## src/rtl/alu_arbiter.sv

```systemverilog
// +------------------------------------------------------------------------+
// | Module   : alu_arbiter                                                  |
// | Brief    : Round-robin arbiter sharing one ALU between NUM_REQ clients,  |
// |            with start/done handshake, timeout and response channel.     |
// | Revision : 1.0 - initial release                                        |
// +------------------------------------------------------------------------+
`default_nettype none

module alu_arbiter #(
  parameter int NUM_REQ = 4,
  parameter int DATA_W  = 8,
  parameter int TIMEOUT = 16
) (
  input  logic                       clk,
  input  logic                       rst_n,
  input  logic [NUM_REQ-1:0]         i_req_valid,
  output logic [NUM_REQ-1:0]         o_req_ready,
  input  logic [3*NUM_REQ-1:0]       i_req_op,
  input  logic [DATA_W*NUM_REQ-1:0]  i_req_a,
  input  logic [DATA_W*NUM_REQ-1:0]  i_req_b,
  output logic [2:0]                 o_alu_op,
  output logic [DATA_W-1:0]          o_alu_a,
  output logic [DATA_W-1:0]          o_alu_b,
  output logic                       o_alu_start,
  input  logic                       i_alu_done,
  input  logic [DATA_W-1:0]          i_alu_result,
  input  logic                       i_alu_flag,
  output logic                       o_rsp_valid,
  input  logic                       i_rsp_ready,
  output logic [$clog2(NUM_REQ)-1:0] o_rsp_id,
  output logic [DATA_W-1:0]          o_rsp_result,
  output logic                       o_rsp_flag,
  output logic                       o_rsp_err
);

  localparam int ID_W  = $clog2(NUM_REQ);
  localparam int CNT_W = $clog2(TIMEOUT);
  localparam logic [ID_W:0]      c_num_req  = (ID_W+1)'(NUM_REQ);
  localparam logic [CNT_W-1:0]   c_cnt_last = CNT_W'(TIMEOUT-1);
  localparam logic [2:0]         c_op_gt    = 3'd5;
  localparam logic [2:0]         c_op_eq    = 3'd6;

  typedef enum logic [1:0] {
    S_IDLE  = 2'd0,
    S_ISSUE = 2'd1,
    S_WAIT  = 2'd2,
    S_RESP  = 2'd3
  } state_t;

  state_t              r_state, w_next;
  logic [ID_W-1:0]     r_rr_ptr;
  logic [CNT_W-1:0]    r_cnt;
  logic [2:0]          r_op;
  logic [DATA_W-1:0]   r_a, r_b, r_result;
  logic [ID_W-1:0]     r_id;
  logic                r_flag, r_err;

  logic [NUM_REQ-1:0]  w_rot;
  logic                w_any, w_accept, w_hs, w_tmo;
  logic [ID_W-1:0]     w_pos, w_win, w_next_ptr;
  logic [ID_W:0]       w_sum, w_id_inc;
  logic [2:0]          w_sel_op;
  logic [DATA_W-1:0]   w_sel_a, w_sel_b;

  // Rotate requests so bit 0 is the current priority holder, then pick the lowest set bit.
  always_comb begin
    w_rot = NUM_REQ'({i_req_valid, i_req_valid} >> r_rr_ptr);
    w_any = |w_rot;
    w_pos = '0;
    for (int k = NUM_REQ-1; k >= 0; k--) begin
      if (w_rot[k]) w_pos = ID_W'(k);
    end
    w_sum = {1'b0, r_rr_ptr} + {1'b0, w_pos};
    w_win = ID_W'((w_sum >= c_num_req) ? (w_sum - c_num_req) : w_sum);
  end

  always_comb begin
    w_sel_op = '0;
    w_sel_a  = '0;
    w_sel_b  = '0;
    for (int k = 0; k < NUM_REQ; k++) begin
      if (w_win == ID_W'(k)) begin
        w_sel_op = i_req_op[3*k +: 3];
        w_sel_a  = i_req_a[DATA_W*k +: DATA_W];
        w_sel_b  = i_req_b[DATA_W*k +: DATA_W];
      end
    end
  end

  assign w_accept    = rst_n && (r_state == S_IDLE) && w_any;
  assign w_hs        = (r_state == S_RESP) && i_rsp_ready;
  assign w_tmo       = (r_state == S_WAIT) && !i_alu_done && (r_cnt == c_cnt_last);
  assign w_id_inc    = {1'b0, r_id} + (ID_W+1)'(1);
  assign w_next_ptr  = ID_W'((w_id_inc == c_num_req) ? '0 : w_id_inc);

  assign o_req_ready  = w_accept ? (NUM_REQ'(1) << w_win) : '0;
  assign o_alu_start  = (r_state == S_ISSUE);
  assign o_alu_op     = r_op;
  assign o_alu_a      = r_a;
  assign o_alu_b      = r_b;
  assign o_rsp_valid  = (r_state == S_RESP);
  assign o_rsp_id     = r_id;
  assign o_rsp_result = r_result;
  assign o_rsp_flag   = r_flag;
  assign o_rsp_err    = r_err;

  always_ff @(posedge clk) begin
    if (!rst_n) r_state <= S_IDLE;
    else        r_state <= w_next;
  end

  always_comb begin
    w_next = r_state;
    case (r_state)
      S_IDLE:  if (w_accept) w_next = S_ISSUE;
      S_ISSUE: w_next = S_WAIT;
      S_WAIT:  if (i_alu_done || w_tmo) w_next = S_RESP;
      S_RESP:  if (i_rsp_ready) w_next = S_IDLE;
      default: w_next = S_IDLE;
    endcase
  end

  always_ff @(posedge clk) begin
    if (!rst_n) begin
      r_rr_ptr <= '0;
      r_cnt    <= '0;
      r_op     <= '0;
      r_a      <= '0;
      r_b      <= '0;
      r_id     <= '0;
      r_result <= '0;
      r_flag   <= 1'b0;
      r_err    <= 1'b0;
    end else begin
      if (w_accept) begin
        r_op <= w_sel_op;
        r_a  <= w_sel_a;
        r_b  <= w_sel_b;
        r_id <= w_win;
      end
      if (r_state == S_WAIT) begin
        if (i_alu_done) begin
          r_result <= i_alu_result;
          // Only compare ops produce a meaningful flag.
          r_flag   <= i_alu_flag && ((r_op == c_op_gt) || (r_op == c_op_eq));
          r_err    <= 1'b0;
        end else if (w_tmo) begin
          r_result <= '0;
          r_flag   <= 1'b0;
          r_err    <= 1'b1;
        end else begin
          r_cnt <= r_cnt + CNT_W'(1);
        end
      end
      if (w_hs) begin
        r_rr_ptr <= w_next_ptr;
        r_cnt    <= '0;
      end
    end
  end

endmodule

`default_nettype wire
```

## config.mk

```make
export PLATFORM = sky130hd
export DESIGN_NAME = alu_arbiter
export DESIGN_NICKNAME = d
export VERILOG_FILES = /design/src/rtl/alu_arbiter.sv
export SDC_FILE = /design/constraint.sdc
export NUM_CORES = 1
export LEC_CHECK = 0
export CORE_UTILIZATION = 39
export CTS_BUF_LIST = sky130_fd_sc_hd__clkbuf_8
export CTS_CLUSTER_DIAMETER = 40
export DETAILED_ROUTE_END_ITERATION = 8
export PLACE_DENSITY = 0.85
export SYNTH_ARGS = -nofsm -noshare
export SYNTH_HDL_FRONTEND = slang
export SYNTH_SLANG_ARGS = --single-unit
export TNS_END_PERCENT = 50
```

## constraint.sdc

```tcl
create_clock -name clk -period 3.3 [get_ports clk]
set_input_delay 0.33 -clock clk [delete_from_list [all_inputs] [get_ports clk]]
set_output_delay 0.33 -clock clk [all_outputs]
set_load 0.01 [all_outputs]
```

; ---- Word level (Yosys, flattened, before mapping)
; Cells that the tools add are included.
[op_classes]
add_sub_neg = 4
multipliers = 0
div = 0
magnitude_cmp = 1
eq_ne = 13
shifts = 2
muxes = 29
bitwise = 3
n_reduce_logical = 17
[ops]
columns = cell, n
row1 = 8-bit two-way mux, 10
row2 = 2-bit two-way mux, 9
row3 = 3-bit two-way mux, 4
row4 = 3-bit equality test (second input constant), 3
row5 = 2-bit equality test (second input constant), 4
row6 = 2-bit case mux with 4 select lines, 1
row7 = 8-bit by 2-bit >> shifter with 4-bit output, 1
row8 = 1-bit logical AND, 6
row9 = 3-bit AND reduction, 2
row10 = 4-bit by 1-bit adder with 4-bit output (second input constant), 1
row11 = 2-bit by 1-bit equality test with 1-bit output (second input constant), 2
row12 = 4-bit equality test (second input constant), 1
row13 = 2-bit zero test, 2
row14 = 1-bit two-way mux, 4
row15 = 4-bit two-way mux, 1
row16 = 2-bit by 1-bit != test with 1-bit output (second input constant), 2
row17 = 4-bit OR reduction, 1
row18 = 1-bit by 2-bit left shift with 4-bit output (first input constant), 1
row19 = 2-bit by 1-bit adder with 3-bit output (second input constant), 1
row20 = 2-bit by 2-bit adder with 3-bit output, 1
row21 = 3-bit greater-or-equal comparator (second input constant), 1
row22 = 1-bit inverter, 3
row23 = 1-bit logical OR, 2
row24 = 2-bit != test (second input constant), 1
row25 = 5 further kinds, 5
[totals]
ff_bits = 39
latchBits = 0
ramBits = 0
rom_bits = 0
input_bits = 93
output_inout_bits = 37
wordCells = 79
mem_count = 0

; ---- Logic depth before layout (Yosys ltp)
[depth]
word_depth = 13
ltp_mapped = 11
mapped_depth_nobuf = 9

; ---- Worst setup path after synthesis
; OpenSTA, ideal clock, no wires.
[synth_path]
path_type = register to output
start = register r_rr_ptr[0]
end = output port o_req_ready[2]
arrival_ns = 2.096
required_ns = 2.970
path_slack_ns = 0.874
stages_incl_launch_ff = 9
path_buffers = 2
path_cell_list = dfxtp_1 -> buf_2 -> o311a_2 -> o21ai_0 -> ha_1 -> xor2_1 -> xnor2_2 -> buf_6 -> nor3b_1
[synth_via]
elab_chain_cells = 10
elab_cells_between_ends = 13
cone_classes = add/sub (2) / order compare (1) / shift (2) / mux (6) / reduce/logical (2)
[synth_lines]
columns = element, line_no
row1 = start: declaration, 51  ; logic [ID_W-1:0] r_rr_ptr;
row2 = start signal: assignment, 156  ; r_rr_ptr <= w_next_ptr;
row3 = 8-bit by 2-bit >> shifter with 4-bit output, 67  ; w_rot = NUM_REQ'({i_req_valid, i_req_valid} >> r_rr_ptr);
row4 = 2-bit two-way mux (4 in series), 71  ; if (w_rot[k]) w_pos = ID_W'(k);
row5 = 2-bit by 2-bit adder with 3-bit output, 73  ; w_sum = {1'b0, r_rr_ptr} + {1'b0, w_pos};
row6 = 3-bit greater-or-equal comparator or 2-bit by 1-bit subtractor with 2-bit output (tied branches), 74  ; w_win = ID_W'((w_sum >= c_num_req) ? (w_sum - c_num_req) : w_sum);
row7 = 2-bit two-way mux, 74
row8 = 1-bit by 2-bit left shift with 4-bit output, 96  ; assign o_req_ready = w_accept ? (NUM_REQ'(1) << w_win) : '0;
row9 = 4-bit two-way mux (*), 96
row10 = end: declaration, 17  ; output logic [NUM_REQ-1:0] o_req_ready,
; Mark *: on every way between the ends. The rest lies on a longest branch, timed or not.

; ---- Final worst setup path
[layout_path]
start = input port i_req_valid[2]
end = output port o_req_ready[1]
[layout_via]
elab_chain_cells = 10
elab_cells_between_ends = 13
cone_classes = add/sub (2) / order compare (1) / shift (2) / mux (6) / reduce/logical (2)
[layout_lines]
columns = element, line_no
row1 = start: declaration, 16  ; input logic [NUM_REQ-1:0] i_req_valid,
row2 = 8-bit by 2-bit >> shifter with 4-bit output (*), 67
row3 = 2-bit two-way mux (4 in series), 71
row4 = 2-bit by 2-bit adder with 3-bit output, 73
row5 = 3-bit greater-or-equal comparator or 2-bit by 1-bit subtractor with 2-bit output (tied branches), 74
row6 = 2-bit two-way mux, 74
row7 = 1-bit by 2-bit left shift with 4-bit output, 96
row8 = 4-bit two-way mux (*), 96
; Marked as above.

==> metrics.txt <==
run status=finished with violations; violations in the final reports=DRC; H-tree depth=2; total number of placement rows=27; kind of launch point of the worst setup path=primary input; Initial Util=0.404; share of async-settable or async-resettable flops after synthesis=0; share of layout cells above drive strength 1=0.0815; largest net degree at the start of global routing=20; achievable frequency=322 MHz; DR DRC count=2; placed wire-length estimate=5110 um; number of placed cells counting well taps=383; synth-to-layout area growth=64.4%; flop and latch count out of synthesis=39; library cells used by synthesis=40; number of hold buffers added after CTS=0; clock insertion delay at the later pin of the skew report=0.28 ns; TritonCTS Sinks=39; Post-Route Skew=0.00197 ns; global router's overall resource usage=0.220; Die W=77.5 um; average vias per placed instance=5.34; most frequently used flop master after synthesis=sky130_fd_sc_hd__dfxtp_1; clock slew at reported path FFs=0.07 ns; final hold violation count=0; number of antenna violations at the first check in global routing=0; cell chosen for the clock root=sky130_fd_sc_hd__clkbuf_8; setup repair after global routing missed its margin=no; post-synthesis cell type with the largest combined area=sky130_fd_sc_hd__dfxtp_1; type of the most critical hold path=register to register; total negative setup slack=0 ns; DIE AREA=6000 um^2; proportion of synthesized chip area in sequential cells=0.351; Lkg Pwr=1.48 nW; required time at the endpoint of the critical path=2.97 ns; number of buffers inserted by port buffering=129; via count=2087; Post-layout nets=420; top post-synthesis cells by area=sky130_fd_sc_hd__dfxtp_1, sky130_fd_sc_hd__mux4_1, sky130_fd_sc_hd__a22o_1; cell area power density=516 nW/um^2; worst slew margin relative to its limit=0.521; overall routed net length=6470 um; GPL Wtd Cong=0.784; IO Pins=130; antenna violation net count after detailed routing=0; wire length per cell=16.5 um; TritonRoute pass-1 iters=6; final global-route overflow total=0; Slew @ Worst Pin=0.718 ns; max incr delay on CP=0.54 ns; maximum resistive drop on vdd=0.279 mV; area of the core=5510 um^2; Worst path top cell family by delay=buffers and inverters; final critical-path share of the clock period=0.943; syn_area_per_cell=11.8 um^2; most prevalent standard cell on the critical path=sky130_fd_sc_hd__clkdlybuf4s50_1; maximum net fanout on the critical path=13; max-slew violations=0; number of buffers added by the clock tree synthesis step=5; number of instances in the synthesized netlist=189; via count of the first global-routing pass=2071; slowest cell on the critical path=sky130_fd_sc_hd__clkdlybuf4s50_1; vertical die dimension=77.5 um; worst-case clock buffer depth=2; kind of critical path=primary input to primary output; Max Cap Violations=0; number of standard cells in the final layout excluding fillers=391; setup violators final=0; Worst Path Buf+Inv=3; ant diodes=0; Post-Syn Nets=290; time the worst path needs with I/O delays and setup=3.11 ns; first-pass GRT wire length=10400 um; crit path DAT=2.78 ns; warning count from the yosys run=0; clock tree from TritonCTS=yes; EDFF count, synth=0; critical path capture point type=primary output; top-area cell type share of the netlist area=0.351; cells traversed along the worst timing path=clkdlybuf4s50_1 > o311a_2 > o21ai_1 > ha_2 > xor2_2 > xnor2_2 > buf_6 > nor2_1 > clkdlybuf4s50_1; number of DRC markers in iteration 0=93; post-synthesis cell area=2220 um^2
## worst paths after layout
check / from / endpoint / slack (ns) / depth (start not counted)
setup / recovery: i_req_valid[2] / o_req_ready[1] / 0.19 / 9
hold / removal: o_alu_b[6] / o_alu_b[6] / 0.48 / 1
setup reg to reg: r_rr_ptr[0] / o_alu_b[4] / 0.75 / 10
hold reg to reg: o_alu_b[6] / o_alu_b[6] / 0.48 / 1
## cell families (layout without fill, tap and decap cells)
group	count (synthesis)	after routing	synth area share
simple gates	52	52	0.112
compound gates	41	41	0.164
flops	39	39	0.351
mux	22	22	0.231
buf+inv	21	151	0.0693
fa+ha+maj	8	8	0.0450
xor+xnor	6	6	0.0270
## registers in the layout, indices dropped and copies added, names as in the netlist
name	cells
o_alu_a	8
o_rsp_result	8
o_rsp_err	1
o_rsp_id	2
o_alu_b	8
o_alu_op	3
r_cnt	4
o_rsp_flag	1
r_state	2
r_rr_ptr	2
## routing by layer
layer / vias to the layer above / wire, um / track usage
li1: 995 / - / -
met1: 990 / 2500 / 0.246
met2: 91 / 3410 / 0.408
met3: 11 / 433 / 0.0494
met4: 0 / 125 / 0.0736
met5: - / 0 / 0
## Yosys cell counts (3+ instances only)
master                      n
sky130_fd_sc_hd__nand2_1   11
sky130_fd_sc_hd__mux4_1    18
sky130_fd_sc_hd__mux2i_1    3
sky130_fd_sc_hd__dfxtp_1   39
sky130_fd_sc_hd__xor2_1     3
sky130_fd_sc_hd__nor2_1    16
sky130_fd_sc_hd__nor2b_1    4
sky130_fd_sc_hd__inv_1      5
sky130_fd_sc_hd__nand3_1    5
sky130_fd_sc_hd__buf_6      8
sky130_fd_sc_hd__ha_1       8
sky130_fd_sc_hd__a22o_1    26
sky130_fd_sc_hd__clkbuf_1   3
sky130_fd_sc_hd__nor3_1     4
sky130_fd_sc_hd__and3_1     3
## worst register-to-register path, delay by kind of cell (launching register included)
| family | cells | cell delay, ns |
|---|---|---|
| AOI/OAI and AO/OA | 3 | 0.57 |
| xor gates and xnor gates | 2 | 0.49 |
| adders and majority gates | 1 | 0.19 |
| buffers and inverters | 2 | 0.33 |
| DFF | 1 | 0.45 |
| muxes | 1 | 0.33 |
| and+or+nand+nor | 1 | 0.09 |
## cell type report
type,count,area (um^2)
sequential,39,782
fill,417,1850
clock inverter,1,5.00
timing repair buffer,139,1370
inverter,5,18.8
multi-input combinational,129,1300
clock buffer,6,82.6
tap,72,90.1
## power breakdown
group / total, W / switching (W) / leakage [nW] / internal (W)
clock network: 0.000315 / 0.000151 / 0.0470 / 0.000164
logic: 0.000901 / 0.000365 / 1.11 / 0.000536
registers: 0.000670 / 0.0000778 / 0.321 / 0.000592
## layout by cell type, fill, tap and decap left out, drive strengths merged, types with 3 or more instances in the layout
cell,instances
clkdlybuf4s50,128
dfxtp,39
a22o,26
mux4,18
nor2,16
nand2,11
buf,10
ha,8
clkbuf,6
inv,5
nand3,5
nor3,4
nor2b,4
and3,3
mux2i,3
xor2,3
xnor2,3
## per-stage QoR
stage	util	worst slack [ns]	hold slack (ns)	cell area, um^2	power (W)
2_1_floorplan	-	0.874	0.463	2220	0.00115
3_3_place_gp	0.642	0.152	0.456	3540	0.00155
3_5_place_dp	0.642	0.0956	0.463	3540	0.00157
4_1_cts	0.658	0.0981	0.483	3620	0.00190
5_1_grt	0.663	0.00823	0.499	3650	0.00200
6_report	0.663	0.190	0.480	3650	0.00189
## what timing repair did
action / in CTS / in global routing
resized for setup: 0 / 7
setup endpoints to repair: 0 / 4
buffers inserted: 0 / 1
(Power assumes the default switching activity.)
